**src/rtl/rvcpu_mem_pkg.sv**
```systemverilog
// rvcpu_mem_pkg: load/store encodings, MEM-stage FSM states, strobe masks. rev 1.0
`default_nettype none

package rvcpu_mem_pkg;

   localparam logic [2:0] DM_RD_NONE = 3'd0;
   localparam logic [2:0] DM_RD_LB   = 3'd1;
   localparam logic [2:0] DM_RD_LBU  = 3'd2;
   localparam logic [2:0] DM_RD_LH   = 3'd3;
   localparam logic [2:0] DM_RD_LHU  = 3'd4;
   localparam logic [2:0] DM_RD_LW   = 3'd5;
   localparam logic [2:0] DM_RD_LWU  = 3'd6;
   localparam logic [2:0] DM_RD_LD   = 3'd7;

   localparam logic [1:0] DM_WR_NONE = 2'd0;
   localparam logic [1:0] DM_WR_SB   = 2'd1;
   localparam logic [1:0] DM_WR_SH   = 2'd2;
   localparam logic [1:0] DM_WR_SW   = 2'd3;

   localparam logic [0:0] ST_IDLE = 1'b0;
   localparam logic [0:0] ST_WAIT = 1'b1;

   localparam logic [7:0] STRB_BASE_B = 8'h01;
   localparam logic [7:0] STRB_BASE_H = 8'h03;
   localparam logic [7:0] STRB_BASE_W = 8'h0F;

   // Store encoding takes priority when both controls are non-zero.
   function automatic logic is_misaligned(input logic [2:0] rd_ctrl,
                                          input logic [1:0] wr_ctrl,
                                          input logic [2:0] off);
      logic bad;
      bad = 1'b0;
      if (wr_ctrl != DM_WR_NONE) begin
         case (wr_ctrl)
            DM_WR_SH: bad = off[0];
            DM_WR_SW: bad = |off[1:0];
            default:  bad = 1'b0;
         endcase
      end else begin
         case (rd_ctrl)
            DM_RD_LH, DM_RD_LHU: bad = off[0];
            DM_RD_LW, DM_RD_LWU: bad = |off[1:0];
            DM_RD_LD:            bad = |off;
            default:             bad = 1'b0;
         endcase
      end
      return bad;
   endfunction

endpackage

`default_nettype wire

```
**src/rtl/pipeline_mem_stage_if.sv**
```systemverilog
// pipeline_mem_stage_if: data-memory request/response bus. rev 1.0
`default_nettype none

interface pipeline_mem_stage_if;
   logic        dmem_req;
   logic        dmem_we;
   logic [63:0] dmem_addr;
   logic [63:0] dmem_wdata;
   logic [7:0]  dmem_wstrb;
   logic        dmem_ack;
   logic [63:0] dmem_rdata;

   modport master (
      output dmem_req, dmem_we, dmem_addr, dmem_wdata, dmem_wstrb,
      input  dmem_ack, dmem_rdata
   );

   modport slave (
      input  dmem_req, dmem_we, dmem_addr, dmem_wdata, dmem_wstrb,
      output dmem_ack, dmem_rdata
   );
endinterface

`default_nettype wire

```
**src/rtl/pipeline_mem_stage_mem_align.sv**
```systemverilog
// mem_align: store lane replication/strobes and load shift/extension (combinational). rev 1.0
`default_nettype none

module mem_align
   import rvcpu_mem_pkg::*;
(
   input  logic [2:0]  off,
   input  logic [2:0]  rd_ctrl,
   input  logic [1:0]  wr_ctrl,
   input  logic [63:0] st_data,
   input  logic [63:0] ld_raw,
   output logic [63:0] st_lanes,
   output logic [7:0]  st_strb,
   output logic [63:0] ld_data
);

   logic [63:0] w_shifted;

   assign w_shifted = ld_raw >> {off, 3'b000};

   // Strobe shift is evaluated at 8 bits so lanes past byte 7 fall off.
   always_comb begin
      st_lanes = st_data;
      st_strb  = 8'h00;
      case (wr_ctrl)
         DM_WR_SB: begin
            st_lanes = {8{st_data[7:0]}};
            st_strb  = STRB_BASE_B << off;
         end
         DM_WR_SH: begin
            st_lanes = {4{st_data[15:0]}};
            st_strb  = STRB_BASE_H << off;
         end
         DM_WR_SW: begin
            st_lanes = {2{st_data[31:0]}};
            st_strb  = STRB_BASE_W << off;
         end
         default: begin
            st_lanes = st_data;
            st_strb  = 8'h00;
         end
      endcase
   end

   always_comb begin
      ld_data = 64'h0;
      case (rd_ctrl)
         DM_RD_LB:  ld_data = {{56{w_shifted[7]}},  w_shifted[7:0]};
         DM_RD_LBU: ld_data = {56'h0,               w_shifted[7:0]};
         DM_RD_LH:  ld_data = {{48{w_shifted[15]}}, w_shifted[15:0]};
         DM_RD_LHU: ld_data = {48'h0,               w_shifted[15:0]};
         DM_RD_LW:  ld_data = {{32{w_shifted[31]}}, w_shifted[31:0]};
         DM_RD_LWU: ld_data = {32'h0,               w_shifted[31:0]};
         DM_RD_LD:  ld_data = w_shifted;
         default:   ld_data = 64'h0;
      endcase
   end

endmodule

`default_nettype wire

```
**src/rtl/pipeline_mem_stage.sv**
```systemverilog
// pipeline_mem_stage: MEM stage with IDLE/WAIT handshake FSM and WB registers. rev 1.0
// Optional misalignment trap: define RVCPU_MEM_MISALIGN_CHK_EN.
`default_nettype none

module pipeline_mem_stage
   import rvcpu_mem_pkg::*;
(
   input  logic        clk,
   input  logic        reset,
   input  logic [63:0] alu_result_EX,
   input  logic [63:0] reg_data2_MEM,
   input  logic [63:0] pc_MEM,
   input  logic [4:0]  rd_MEM,
   input  logic        rf_wr_en_EX,
   input  logic [1:0]  rf_wr_sel_EX,
   input  logic [2:0]  dm_rd_ctrl_EX,
   input  logic [1:0]  dm_wr_ctrl_EX,
   pipeline_mem_stage_if.master dmem,
   output logic [63:0] alu_result_WB,
   output logic [63:0] mem_rdata_WB,
   output logic [63:0] pc_WB,
   output logic [4:0]  rd_WB,
   output logic        rf_wr_en_WB,
   output logic [1:0]  rf_wr_sel_WB,
   output logic        misalign_WB,
   output logic        stall_MEM
);

   logic [0:0]  r_state, w_state_nxt;
   logic [63:0] r_addr, r_wdata, r_pc;
   logic [4:0]  r_rd;
   logic        r_wr_en;
   logic [1:0]  r_wr_sel, r_wr_ctrl;
   logic [2:0]  r_rd_ctrl;

   logic        w_in_wait, w_access_live, w_misalign, w_access, w_req, w_capture;
   logic [2:0]  w_rd_ctrl_live;
   logic [63:0] w_addr, w_wdata, w_pc, w_lanes, w_ld_data;
   logic [4:0]  w_rd;
   logic        w_wr_en;
   logic [1:0]  w_wr_sel, w_wr_ctrl;
   logic [2:0]  w_rd_ctrl;
   logic [7:0]  w_strb;

   assign w_in_wait      = (r_state == ST_WAIT);
   assign w_rd_ctrl_live = (dm_wr_ctrl_EX != DM_WR_NONE) ? DM_RD_NONE : dm_rd_ctrl_EX;
   assign w_access_live  = (dm_rd_ctrl_EX != DM_RD_NONE) || (dm_wr_ctrl_EX != DM_WR_NONE);

`ifdef RVCPU_MEM_MISALIGN_CHK_EN
   assign w_misalign = w_access_live && !w_in_wait &&
                       is_misaligned(w_rd_ctrl_live, dm_wr_ctrl_EX, alu_result_EX[2:0]);
`else
   assign w_misalign = 1'b0;
`endif

   assign w_access  = w_access_live && !w_misalign;
   assign w_capture = !w_in_wait && w_access && !dmem.dmem_ack;

   // While waiting, everything comes from the copy taken on entry to WAIT.
   assign w_addr    = w_in_wait ? r_addr    : alu_result_EX;
   assign w_wdata   = w_in_wait ? r_wdata   : reg_data2_MEM;
   assign w_pc      = w_in_wait ? r_pc      : pc_MEM;
   assign w_rd      = w_in_wait ? r_rd      : rd_MEM;
   assign w_wr_en   = w_in_wait ? r_wr_en   : rf_wr_en_EX;
   assign w_wr_sel  = w_in_wait ? r_wr_sel  : rf_wr_sel_EX;
   assign w_wr_ctrl = w_in_wait ? r_wr_ctrl : dm_wr_ctrl_EX;
   assign w_rd_ctrl = w_in_wait ? r_rd_ctrl : w_rd_ctrl_live;

   mem_align u_mem_align (
      .off      (w_addr[2:0]),
      .rd_ctrl  (w_rd_ctrl),
      .wr_ctrl  (w_wr_ctrl),
      .st_data  (w_wdata),
      .ld_raw   (dmem.dmem_rdata),
      .st_lanes (w_lanes),
      .st_strb  (w_strb),
      .ld_data  (w_ld_data)
   );

   always_ff @(posedge clk or negedge reset) begin
      if (!reset) r_state <= ST_IDLE;
      else        r_state <= w_state_nxt;
   end

   always_comb begin
      w_state_nxt = r_state;
      case (r_state)
         ST_IDLE: if (w_access && !dmem.dmem_ack) w_state_nxt = ST_WAIT;
         ST_WAIT: if (dmem.dmem_ack)              w_state_nxt = ST_IDLE;
         default: w_state_nxt = ST_IDLE;
      endcase
   end

   // Request is masked by reset, stall is not: it tracks live inputs even in reset.
   always_comb begin
      w_req           = w_in_wait || w_access;
      stall_MEM       = w_req && !dmem.dmem_ack;
      dmem.dmem_req   = reset && w_req;
      dmem.dmem_we    = reset && w_req && (w_wr_ctrl != DM_WR_NONE);
      dmem.dmem_wstrb = (reset && w_req) ? w_strb : 8'h00;
      dmem.dmem_addr  = {w_addr[63:3], 3'b000};
      dmem.dmem_wdata = w_lanes;
   end

   always_ff @(posedge clk or negedge reset) begin
      if (!reset) begin
         r_addr    <= 64'h0;
         r_wdata   <= 64'h0;
         r_pc      <= 64'h0;
         r_rd      <= 5'h0;
         r_wr_en   <= 1'b0;
         r_wr_sel  <= 2'h0;
         r_wr_ctrl <= DM_WR_NONE;
         r_rd_ctrl <= DM_RD_NONE;
      end else if (w_capture) begin
         r_addr    <= alu_result_EX;
         r_wdata   <= reg_data2_MEM;
         r_pc      <= pc_MEM;
         r_rd      <= rd_MEM;
         r_wr_en   <= rf_wr_en_EX;
         r_wr_sel  <= rf_wr_sel_EX;
         r_wr_ctrl <= dm_wr_ctrl_EX;
         r_rd_ctrl <= w_rd_ctrl_live;
      end
   end

   always_ff @(posedge clk or negedge reset) begin
      if (!reset) begin
         alu_result_WB <= 64'h0;
         mem_rdata_WB  <= 64'h0;
         pc_WB         <= 64'h0;
         rd_WB         <= 5'h0;
         rf_wr_en_WB   <= 1'b0;
         rf_wr_sel_WB  <= 2'h0;
      end else if (stall_MEM) begin
         rd_WB         <= 5'h0;
         rf_wr_en_WB   <= 1'b0;
      end else begin
         alu_result_WB <= w_addr;
         mem_rdata_WB  <= w_ld_data;
         pc_WB         <= w_pc;
         rd_WB         <= w_rd;
         rf_wr_en_WB   <= w_wr_en && !w_misalign;
         rf_wr_sel_WB  <= w_wr_sel;
      end
   end

`ifdef RVCPU_MEM_MISALIGN_CHK_EN
   logic r_misalign;

   always_ff @(posedge clk or negedge reset) begin
      if (!reset) r_misalign <= 1'b0;
      else        r_misalign <= w_misalign;
   end

   assign misalign_WB = r_misalign;
`else
   assign misalign_WB = 1'b0;
`endif

endmodule

`default_nettype wire

```
**src/flat_wrapper.sv**
```systemverilog
// flat-port wrapper written by rule: the top's interface ports become plain ports
module pipeline_mem_stage_flat import rvcpu_mem_pkg::*;
  (clk, reset, alu_result_EX, reg_data2_MEM, pc_MEM, rd_MEM, rf_wr_en_EX, rf_wr_sel_EX, dm_rd_ctrl_EX, dm_wr_ctrl_EX, alu_result_WB, mem_rdata_WB, pc_WB, rd_WB, rf_wr_en_WB, rf_wr_sel_WB, misalign_WB, stall_MEM, dmem_dmem_req, dmem_dmem_we, dmem_dmem_addr, dmem_dmem_wdata, dmem_dmem_wstrb, dmem_dmem_ack, dmem_dmem_rdata);
  pipeline_mem_stage_if dmem_i ();
  input  logic clk;
  input  logic reset;
  input  logic [63:0] alu_result_EX;
  input  logic [63:0] reg_data2_MEM;
  input  logic [63:0] pc_MEM;
  input  logic [4:0] rd_MEM;
  input  logic rf_wr_en_EX;
  input  logic [1:0] rf_wr_sel_EX;
  input  logic [2:0] dm_rd_ctrl_EX;
  input  logic [1:0] dm_wr_ctrl_EX;
  output logic [63:0] alu_result_WB;
  output logic [63:0] mem_rdata_WB;
  output logic [63:0] pc_WB;
  output logic [4:0] rd_WB;
  output logic rf_wr_en_WB;
  output logic [1:0] rf_wr_sel_WB;
  output logic misalign_WB;
  output logic stall_MEM;
  output wire logic [$bits(dmem_i.dmem_req)-1:0] dmem_dmem_req;
  output wire logic [$bits(dmem_i.dmem_we)-1:0] dmem_dmem_we;
  output wire logic [$bits(dmem_i.dmem_addr)-1:0] dmem_dmem_addr;
  output wire logic [$bits(dmem_i.dmem_wdata)-1:0] dmem_dmem_wdata;
  output wire logic [$bits(dmem_i.dmem_wstrb)-1:0] dmem_dmem_wstrb;
  input wire logic [$bits(dmem_i.dmem_ack)-1:0] dmem_dmem_ack;
  input wire logic [$bits(dmem_i.dmem_rdata)-1:0] dmem_dmem_rdata;
  assign dmem_dmem_req = dmem_i.dmem_req;
  assign dmem_dmem_we = dmem_i.dmem_we;
  assign dmem_dmem_addr = dmem_i.dmem_addr;
  assign dmem_dmem_wdata = dmem_i.dmem_wdata;
  assign dmem_dmem_wstrb = dmem_i.dmem_wstrb;
  assign dmem_i.dmem_ack = dmem_dmem_ack;
  assign dmem_i.dmem_rdata = dmem_dmem_rdata;
  pipeline_mem_stage u_core (.clk(clk), .reset(reset), .alu_result_EX(alu_result_EX), .reg_data2_MEM(reg_data2_MEM), .pc_MEM(pc_MEM), .rd_MEM(rd_MEM), .rf_wr_en_EX(rf_wr_en_EX), .rf_wr_sel_EX(rf_wr_sel_EX), .dm_rd_ctrl_EX(dm_rd_ctrl_EX), .dm_wr_ctrl_EX(dm_wr_ctrl_EX), .dmem(dmem_i), .alu_result_WB(alu_result_WB), .mem_rdata_WB(mem_rdata_WB), .pc_WB(pc_WB), .rd_WB(rd_WB), .rf_wr_en_WB(rf_wr_en_WB), .rf_wr_sel_WB(rf_wr_sel_WB), .misalign_WB(misalign_WB), .stall_MEM(stall_MEM));
endmodule
```
**config.mk**
```make
export PLATFORM = sky130hd
export DESIGN_NAME = pipeline_mem_stage_flat
export DESIGN_NICKNAME = d
export VERILOG_FILES = /design/src/rtl/rvcpu_mem_pkg.sv /design/src/rtl/pipeline_mem_stage_if.sv /design/src/rtl/pipeline_mem_stage_mem_align.sv /design/src/rtl/pipeline_mem_stage.sv /design/src/flat_wrapper.sv
export SDC_FILE = /design/constraint.sdc
export NUM_CORES = 1
export LEC_CHECK = 0
export CORE_AREA = 2 2 236 238
export DETAILED_ROUTE_END_ITERATION = 12
export DIE_AREA = 0 0 238 240
export PLACE_DENSITY = 0.78
export SLEW_MARGIN = 20
export SYNTH_ARGS = -nofsm -noshare
export SYNTH_HDL_FRONTEND = slang
export SYNTH_SLANG_ARGS = --single-unit
```
**constraint.sdc**
```tcl
create_clock -name clk -period 2.75 [get_ports clk]
set_input_delay 0.4125 -clock clk [delete_from_list [all_inputs] [get_ports clk]]
set_output_delay 0.4125 -clock clk [all_outputs]
set_load 0.01 [all_outputs]
```
After elaboration in Yosys (flattened, before gate mapping)
Index checks and enable logic that the tools add are counted.
Widths: inputs -> output; s select.
{"block": "totals", "reg_bits": 406, "word_cells": 61, "inputBits": 272}
{"block": "classes", "n_reduce_logical": 13, "n_eq_ne": 10, "muxes": 18, "shift": 4, "bitwise": 1}
{"cell": "$pmux 64 s7", "count": 1}
{"cell": "$mux 64", "count": 3}
{"cell": "$pmux 64 s3", "count": 1}
{"cell": "$shr 64x6->64", "count": 1}
{"cell": "$pmux 8 s3", "count": 1}
{"cell": "$eq 3x3->1 const B", "count": 4}
{"cell": "$mux 5", "count": 2}
{"cell": "$mux 8", "count": 1}
{"cell": "$shl 1x3->8 const A", "count": 1}
{"cell": "$shl 2x3->8 const A", "count": 1}
{"cell": "$shl 4x3->8 const A", "count": 1}
{"cell": "$eq 3x2->1 const B", "count": 2}
{"cell": "$logic_and 1x1->1", "count": 6}
{"cell": "$mux 3", "count": 2}
{"cell": "$eq 2x2->1 const B", "count": 2}
{"cell": "$mux 1", "count": 4}
{"cell": "$mux 2", "count": 2}
{"cell": "$reduce_bool 2->1", "count": 2}
{"cell": "$eq 3x1->1 const B", "count": 1}
{"cell": "$reduce_bool 3->1", "count": 1}
{"cell": "$eq 2x1->1 const B", "count": 1}
{"cell": "$logic_not 1->1", "count": 2}
{"cell": "$logic_or 1x1->1", "count": 2}
{"cell": "$pmux 1 s2", "count": 1}
{"cell": "$not 1->1", "count": 1}

Depth between registers and ports, before layout
Gate-level depths: netlist of the first run.
{"block": "depth", "depth_word": 5, "ltp_mapped": 10, "depth_no_buf": 7}

By module
A second synthesis of the first run with hierarchy kept.
{"block": "hier_totals", "cells_unflattened": 1816, "area_unflattened_um2": 22256.3}
{"mod": "pipeline_mem_stage", "area_per_inst_um2": 18650.4, "seq_area_each_um2": 10159.7, "cells_per_inst": 1342, "n_inst": 1}
{"mod": "mem_align", "area_per_inst_um2": 3606.0, "seq_area_each_um2": 0.0, "cells_per_inst": 474, "n_inst": 1}

Worst setup path before layout of the first run
Ideal clock, no wire load.
{"block": "synth_timing", "path_type": "register to output", "start": "register u_core.r_state", "end": "output port dmem_dmem_wdata[16]", "stages_incl_launch_ff": 8, "slack_ns": 0.400, "required_ns": 2.338, "t_arrival_ns": 1.938, "n_path_buf": 3, "cell_sequence": "dfrtp_1 > buf_6 > buf_4 > mux2i_2 > xnor2_1 > clkbuf_1 > nor2_1 > a21oi_1"}
{"block": "synth_via", "elab_chain_len": 3}
{"element": "start: declaration", "line_no": "pipeline_mem_stage.sv:29", "text": "logic [0:0] r_state, w_state_nxt;"}
{"element": "start signal: assignment", "line_no": "pipeline_mem_stage.sv:82", "text": "else r_state <= w_state_nxt;"}
{"element": "$mux 2", "line_no": "pipeline_mem_stage.sv:66", "text": "assign w_wr_ctrl = w_in_wait ? r_wr_ctrl : dm_wr_ctrl_EX;"}
{"element": "$eq 2x2->1 / $eq 2x1->1 (equally long branches)", "line_no": "pipeline_mem_stage_mem_align.sv:25", "text": "case (wr_ctrl)"}
{"element": "$pmux 64 s3 (*)", "line_no": "pipeline_mem_stage_mem_align.sv:25"}
{"element": "end: declaration", "line_no": "flat_wrapper.sv:26", "text": "output wire logic [$bits(dmem_i.dmem_wdata)-1:0] dmem_dmem_wdata;"}
Every way passes the cells marked *; elsewhere a longest branch is shown, timed or not.

Worst setup path in the final report of the first run
{"block": "layout_timing", "start": "register u_core.r_state", "end": "output port dmem_dmem_wdata[48]"}
Same word-level chain as after synthesis.

==> impl_metrics.toml, run 1 <==
[run_status]
status = "complete, but fails checks"
failed_checks = "setup timing"

[yosys]
synth_top_area_cell = "dfrtp_1"
synthFlopType = "dfrtp_1"
ys_types = 55
ys_seq_area_share_pct = 49.7
synthArstFlopShare_pct = 100
syn_inst = 1802
ys_ff_latch = 406
post_synth_instance_area_sq_mm = 0.0204
syn_area_per_cell_sq_um = 11.3
ys_top_cells_by_area = "dfrtp_1 50%, mux2_2 20%, mux2i_1 8.7%"
ys_warn_count = 0
synth_edf_count = 0
synth_top_area_share_pct = 49.7

[cells_and_area]
fin_area_sq_mm = 0.0323
syn_to_final_growth_pct = 58.2
final_cell_mix = "470 x clkdlybuf4s50_1, 405 x dfrtp_1, 334 x mux2_2, 187 x nand2_1, 172 x buf_4"
fin_util_pct = 59.2
mostFrequentLayoutCell = "clkdlybuf4s50_1"
drive_above_1_share_pct = 38.3
nNetsFinal = 2879

[clock_network]
cts.sink_count = 406
clk_latency_ps = 580
clk_pin_slew_worst_paths_ps = 60
cts_tree = "yes"
htree_levels = 2
cts.path.max_buffers = 3
numCtsBuffers = 47
cts-root-buf = "clkbuf_16"

[power]
power_frac_clock_pct = 32.3
pwr-share-comb_pct = 32.4
swShare_pct = 30.6
internal_power_mw = 14.6
vdd_drop_max_mv = 0.539
power_density_mw_per_mm2 = 650
pwr-share-seq_pct = 35.3
power_leakage_nw = 14.1
p_sw_mw = 6.45

[routing]
vias = 18300
routed_wl_mm = 80.8
wl_per_cell_microns = 24.1
dr.pass1.iters = 5
vias_per_cell = 5.45
detail-route-antenna-nets = 0
drtIter0Drc = 1247
drc = 0

[setup_path]
arrival_ps = 2550
timing.reg2reg.setup_slack_ps = 20
criticalPathCategory = "flip-flop to output port"
path_cells = "buf_4, buf_12, buf_16, mux2_2, nand2b_4, buf_4, a21oi_1, a21oi_1, buf_2"
cp_top_family = "buffers and inverters"
worstSetupStartpointType = "flip-flop"
path_max_fanout = 7
cp_data_required_time_ps = 2340
max_stage_delay_ps = 560
end_kind = "output port"
cp_slowest_cell = "dfrtp_4"
crit_buf_inv = 5

[timing]
setup_ws_ps = -213
min_period_ps = 2960
rsz0062_at_grt = "true"
hold_viol = 0
slew_violations = 0
min_period_over_period_pct = 108
timing.fmax_ghz = 0.337
relSlewSlack_pct = 32.7
tightest_slew_ps = 1010
fin_skew_ps = 29.5
setup_viol = 60

[placement]
placed_cell_area_sq_mm = 0.0285
gp_congestion = 0.942
io_buffers = 607
place_ws_ps = -390
dpl.hpwl_mm = 57.1

[job]
maxCapViolCount = 0

[global_routing]
grtUsageTotal_pct = 26.5
grt_max_degree = 154
grt_pass1_vias = 18900
grt_overflow_total = 0
antenna_found_initial = 18
grt_pass1_wl_mm = 116

[floorplan]
die_width_microns = 238
initial_core_util_pct = 37.4
core_area_sq_mm = 0.0547
die_y_microns = 240
dieArea_sq_mm = 0.0571
ioPinCount = 612
std_cell_rows = 86

[hold_path]
min_path_type = "input port to flip-flop"
per-stage QoR:
stage | setup TNS (ps) | std cells | hold slack [ps] | power (mW)
after floorplan | 0 | 1805 | 117 | 10.0
after global placement | -49280 | 3163 | 460 | 13.3
after detailed placement | -47950 | 3163 | 466 | 13.5
after CTS | -14360 | 3314 | 424 | 20.6
after global routing | -12880 | 3355 | 436 | 21.8
final | -7370 | 3358 | 461 | 21.0
routing by layer:
metal	vias up	routed length [microns]	part of all wire [%]	GRT usage, %
met5	-	42	0.052	0
met4	6	3240	4.0	11.2
met3	201	6440	8.0	6.23
met2	884	39600	49	44.9
met1	9100	31500	39	32.5
li1	8096	-	-	-
sequential cells by signal (all words and copies together) (netlist names):
| name | flops |
|---|---|
| u_core.r_wdata | 64 |
| u_core.rf_wr_sel_WB | 2 |
| u_core.r_wr_ctrl | 2 |
| u_core.mem_rdata_WB | 64 |
| u_core.r_state | 1 |
| u_core.rd_WB | 5 |
| u_core.r_rd | 5 |
| u_core.r_wr_en | 1 |
| u_core.alu_result_WB | 64 |
| u_core.r_addr | 64 |
| u_core.r_pc | 64 |
| u_core.pc_WB | 64 |
| u_core.r_rd_ctrl | 3 |
| u_core.r_wr_sel | 2 |
| u_core.rf_wr_en_WB | 1 |
final cells by class:
class / count / area (sq um)
clock buffers: 66 / 1370
inverters: 4 / 23.8
multi-input cells: 1253 / 10700
flip-flops and latches: 406 / 10200
fillers: 4321 / 22300
diodes: 12 / 30.0
repair buffers: 895 / 8880
clock inverters: 18 / 313
well taps: 704 / 881
final timing paths:
check | cells past startpoint | to | from
worst max-delay path | 9 | dmem_dmem_wdata[48] | u_core.r_state$_DFF_PN0_
worst min-delay path | 2 | u_core.r_addr[17]$_DFFE_PN0P_ | alu_result_EX[17]
worst max register to register | 10 | u_core.mem_rdata_WB[9]$_DFFE_PN0P_ | u_core.r_state$_DFF_PN0_
worst min register to register | 2 | u_core.pc_WB[59]$_DFFE_PN0P_ | u_core.pc_WB[59]$_DFFE_PN0P_
max in group asynchronous | 4 | u_core.alu_result_WB[11]$_DFFE_PN0P_ | reset
min in group asynchronous | 3 | u_core.pc_WB[51]$_DFFE_PN0P_ | reset
synth_stat cells (2+ instances only):
library cell / count
o21ai_0: 127
buf_4: 24
a211oi_1: 15
or3_1: 2
buf_6: 10
and3_1: 9
or3b_1: 2
o31ai_1: 2
nor3_1: 5
a21oi_1: 136
dfrtp_1: 406
and2_1: 11
buf_1: 5
nor2_1: 83
a311oi_1: 3
a22oi_1: 7
a221oi_1: 14
nand3_1: 24
buf_2: 63
nand2b_1: 8
o21ai_2: 2
mux2i_1: 177
mux2i_2: 4
a31oi_1: 10
nand2_1: 193
nand4_1: 2
nor2_2: 3
clkbuf_1: 40
mux2_4: 2
nor4_1: 2
mux2_2: 355
o211ai_1: 9
a211o_1: 23
inv_1: 3
timing repair:
| item | 4_1_cts | 5_1_grt |
|---|---|---|
| gates cloned | 9 | 5 |
| endpoints found under the hold margin | 19 | 0 |
| pin swaps | 22 | 61 |
| gates resized for setup | 570 | 278 |
| setup endpoints to repair | 157 | 156 |
| hold buffers | 1 | 0 |
| setup buffers | 60 | 35 |
power groups by stage:
| stage | registers (mW) | clock network, mW | logic [mW] |
|---|---|---|---|
| after floorplan | 7.51 | 0 | 2.52 |
| after global placement | 7.41 | 0 | 5.90 |
| after detailed placement | 7.47 | 0 | 6.00 |
| after CTS | 7.39 | 6.90 | 6.32 |
| after global routing | 7.50 | 7.15 | 7.18 |
| final | 7.42 | 6.80 | 6.81 |
cell families (layout without fill, tap and decap cells):
| logic type | after synthesis | count (layout) | synth area share, % |
|---|---|---|---|
| mux | 539 | 539 | 28.7 |
| other cells | 1 | 16 | 0.0183 |
| xor+xnor | 1 | 1 | 0.0428 |
| buf+inv | 146 | 983 | 3.87 |
| simple gates | 348 | 348 | 7.15 |
| flops | 406 | 406 | 49.7 |
| compound gates | 361 | 361 | 10.5 |
No activity file was read; power rests on OpenSTA's default activity.
==> run 2, diff against run 1 <==
--- a/config.mk
+++ b/config.mk
@@ -6,8 +6,10 @@
 export NUM_CORES = 1
 export LEC_CHECK = 0
 export CORE_AREA = 2 2 236 238
+export CTS_CLUSTER_SIZE = 40
 export DETAILED_ROUTE_END_ITERATION = 12
 export DIE_AREA = 0 0 238 240
+export GPL_TIMING_DRIVEN = 0
 export PLACE_DENSITY = 0.78
 export SLEW_MARGIN = 20
 export SYNTH_ARGS = -nofsm -noshare
==> impl_metrics.toml, run 2 (same netlist as run 1, synthesis figures left out) <==
[cells_and_area]
final_cells = 3344
fin_util_pct = 58.4
mostFrequentLayoutCell = "clkdlybuf4s50_1"
drive_above_1_share_pct = 37.9
syn_to_final_growth_pct = 56.0
final_cell_mix = "467 x clkdlybuf4s50_1, 405 x dfrtp_1, 332 x mux2_2, 183 x nand2_1, 145 x mux2i_1"
nNetsFinal = 2865
fin_area_sq_mm = 0.0319

[global_routing]
grt_pass1_vias = 19500
grt_overflow_total = 0
grt_max_degree = 91
grtUsageTotal_pct = 28.9
antenna_found_initial = 16
grt_pass1_wl_mm = 123

[floorplan]
die_y_microns = 240
std_cell_rows = 86
dieArea_sq_mm = 0.0571
core_area_sq_mm = 0.0547
initial_core_util_pct = 37.4
ioPinCount = 612
die_width_microns = 238

[routing]
vias_per_cell = 5.56
drc = 0
vias = 18600
drtIter0Drc = 1298
routed_wl_mm = 86.4
dr.pass1.iters = 5
wl_per_cell_microns = 25.8
detail-route-antenna-nets = 0

[power]
vdd_drop_max_mv = 0.568
power_density_mw_per_mm2 = 642
power.total_mw = 20.5
power_leakage_nw = 13.9

[setup_path]
end_kind = "output port"
reg2reg_from = "u_core.r_state$_DFF_PN0_"
worstSetupStartpointType = "flip-flop"
path_max_fanout = 6
cp_data_required_time_ps = 2340
startpoint = "u_core.r_state$_DFF_PN0_"
criticalPathCategory = "flip-flop to output port"
arrival_ps = 2700

[timing]
relSlewSlack_pct = 47.6
min_period_ps = 3110
timing.fmax_ghz = 0.322
slew_violations = 0
setup_ws_ps = -359
setup_viol = 67
tightest_slew_ps = 781
min_period_over_period_pct = 113
rsz0062_at_grt = "true"
fin_skew_ps = 12.2
hold_viol = 0
fin_setup_tns_ps = -12330

[clock_network]
htree_levels = 2
clk_pin_slew_worst_paths_ps = 60
clk_latency_ps = 580
cts.sink_count = 406
cts_tree = "yes"
cts-root-buf = "clkbuf_16"
cts.path.max_buffers = 3
numCtsBuffers = 46

[run_status]
status = "complete, but fails checks"
failed_checks = "setup timing"

[job]
maxCapViolCount = 0

[placement]
gp_congestion = 0.974
io_buffers = 606
dpl.hpwl_mm = 63.6
placed_cell_area_sq_mm = 0.0275
dp_cells = 3119

[hold_path]
min_path_type = "input port to flip-flop"
hold_start = "dm_wr_ctrl_EX[0]"
-- run 2: cell types whose count changed in the layout (fill, tap and decap cells not counted), moves of 15 or more --
cell and change:
buf_2 +75, buf_4 -72, buf_6 -28, clkdlybuf4s15_1 -19
clkbuf_1 +15
-- run 2: final cells by class --
cell class / count / area (sq um)
Antenna cell: 9 / 22.5
Buffer: 135 / 1250
Clock buffer: 68 / 1350
Clock inverter: 18 / 193
Fill cell: 4372 / 22800
Inverter: 4 / 25.0
Multi-Input combinational cell: 1253 / 10700
Sequential cell: 406 / 10200
Tap cell: 704 / 881
Timing Repair Buffer: 747 / 7290
-- run 2: per-layer routing --
metal	vias up	GRT usage, %	routed length, microns
met1	9315	34.7	33500
met4	6	11.3	3690
li1	8073	-	-
met3	216	7.16	7110
met2	972	49.7	42100
met5	-	0	41
-- run 2: repair_timing --
item | 4_1_cts | 5_1_grt
cloned | 11 | 3
pin swaps | 75 | 47
resized for setup | 889 | 181
setup endpoints to repair | 153 | 100
hold endpoints to repair | 42 | 100
buffers inserted | 73 | 48
hold buffers | 5 | 5
-- run 2: per-stage QoR --
| step | setup WS, ps | hold WS [ps] |
|---|---|---|
| final | -359 | 186 |
| after global routing | -444 | 180 |
| after CTS | -354 | 126 |
| after detailed placement | -1290 | 335 |
| after global placement | -20480 | 462 |
| after floorplan | 400 | 117 |
-- run 2: final timing paths --
| check | end | slack (ps) | cells after the start |
|---|---|---|---|
| worst max register to register | u_core.mem_rdata_WB[20]$_DFFE_PN0P_ | 10 | 10 |
| worst min register to register | u_core.pc_WB[31]$_DFFE_PN0P_ | 480 | 2 |
| max in group asynchronous | u_core.r_pc[51]$_DFFE_PN0P_ | 1350 | 5 |
| worst min-delay path | u_core.r_wr_ctrl[0]$_DFFE_PN0P_ | 190 | 3 |
| min in group asynchronous | u_core.pc_WB[55]$_DFFE_PN0P_ | 490 | 4 |
| worst max-delay path | dmem_dmem_wdata[42] | -360 | 10 |
-- run 2: power by group --
part	switching, mW	internal [mW]	total, mW	leakage (nW)
Clock	2.62	3.69	6.31	0.758
Sequential	0.547	6.86	7.41	4.92
Combinational	3.30	3.48	6.78	8.20
-- run 2: worst max-delay path, cell delays in order (launching register included) --
cell     delay [ps]
dfrtp_2         410
buf_8           140
buf_12          140
buf_12          130
buf_12          130
buf_4           180
mux2i_4         280
nand2_4         140
a21oi_1         270
a21oi_1         130
buf_2           170
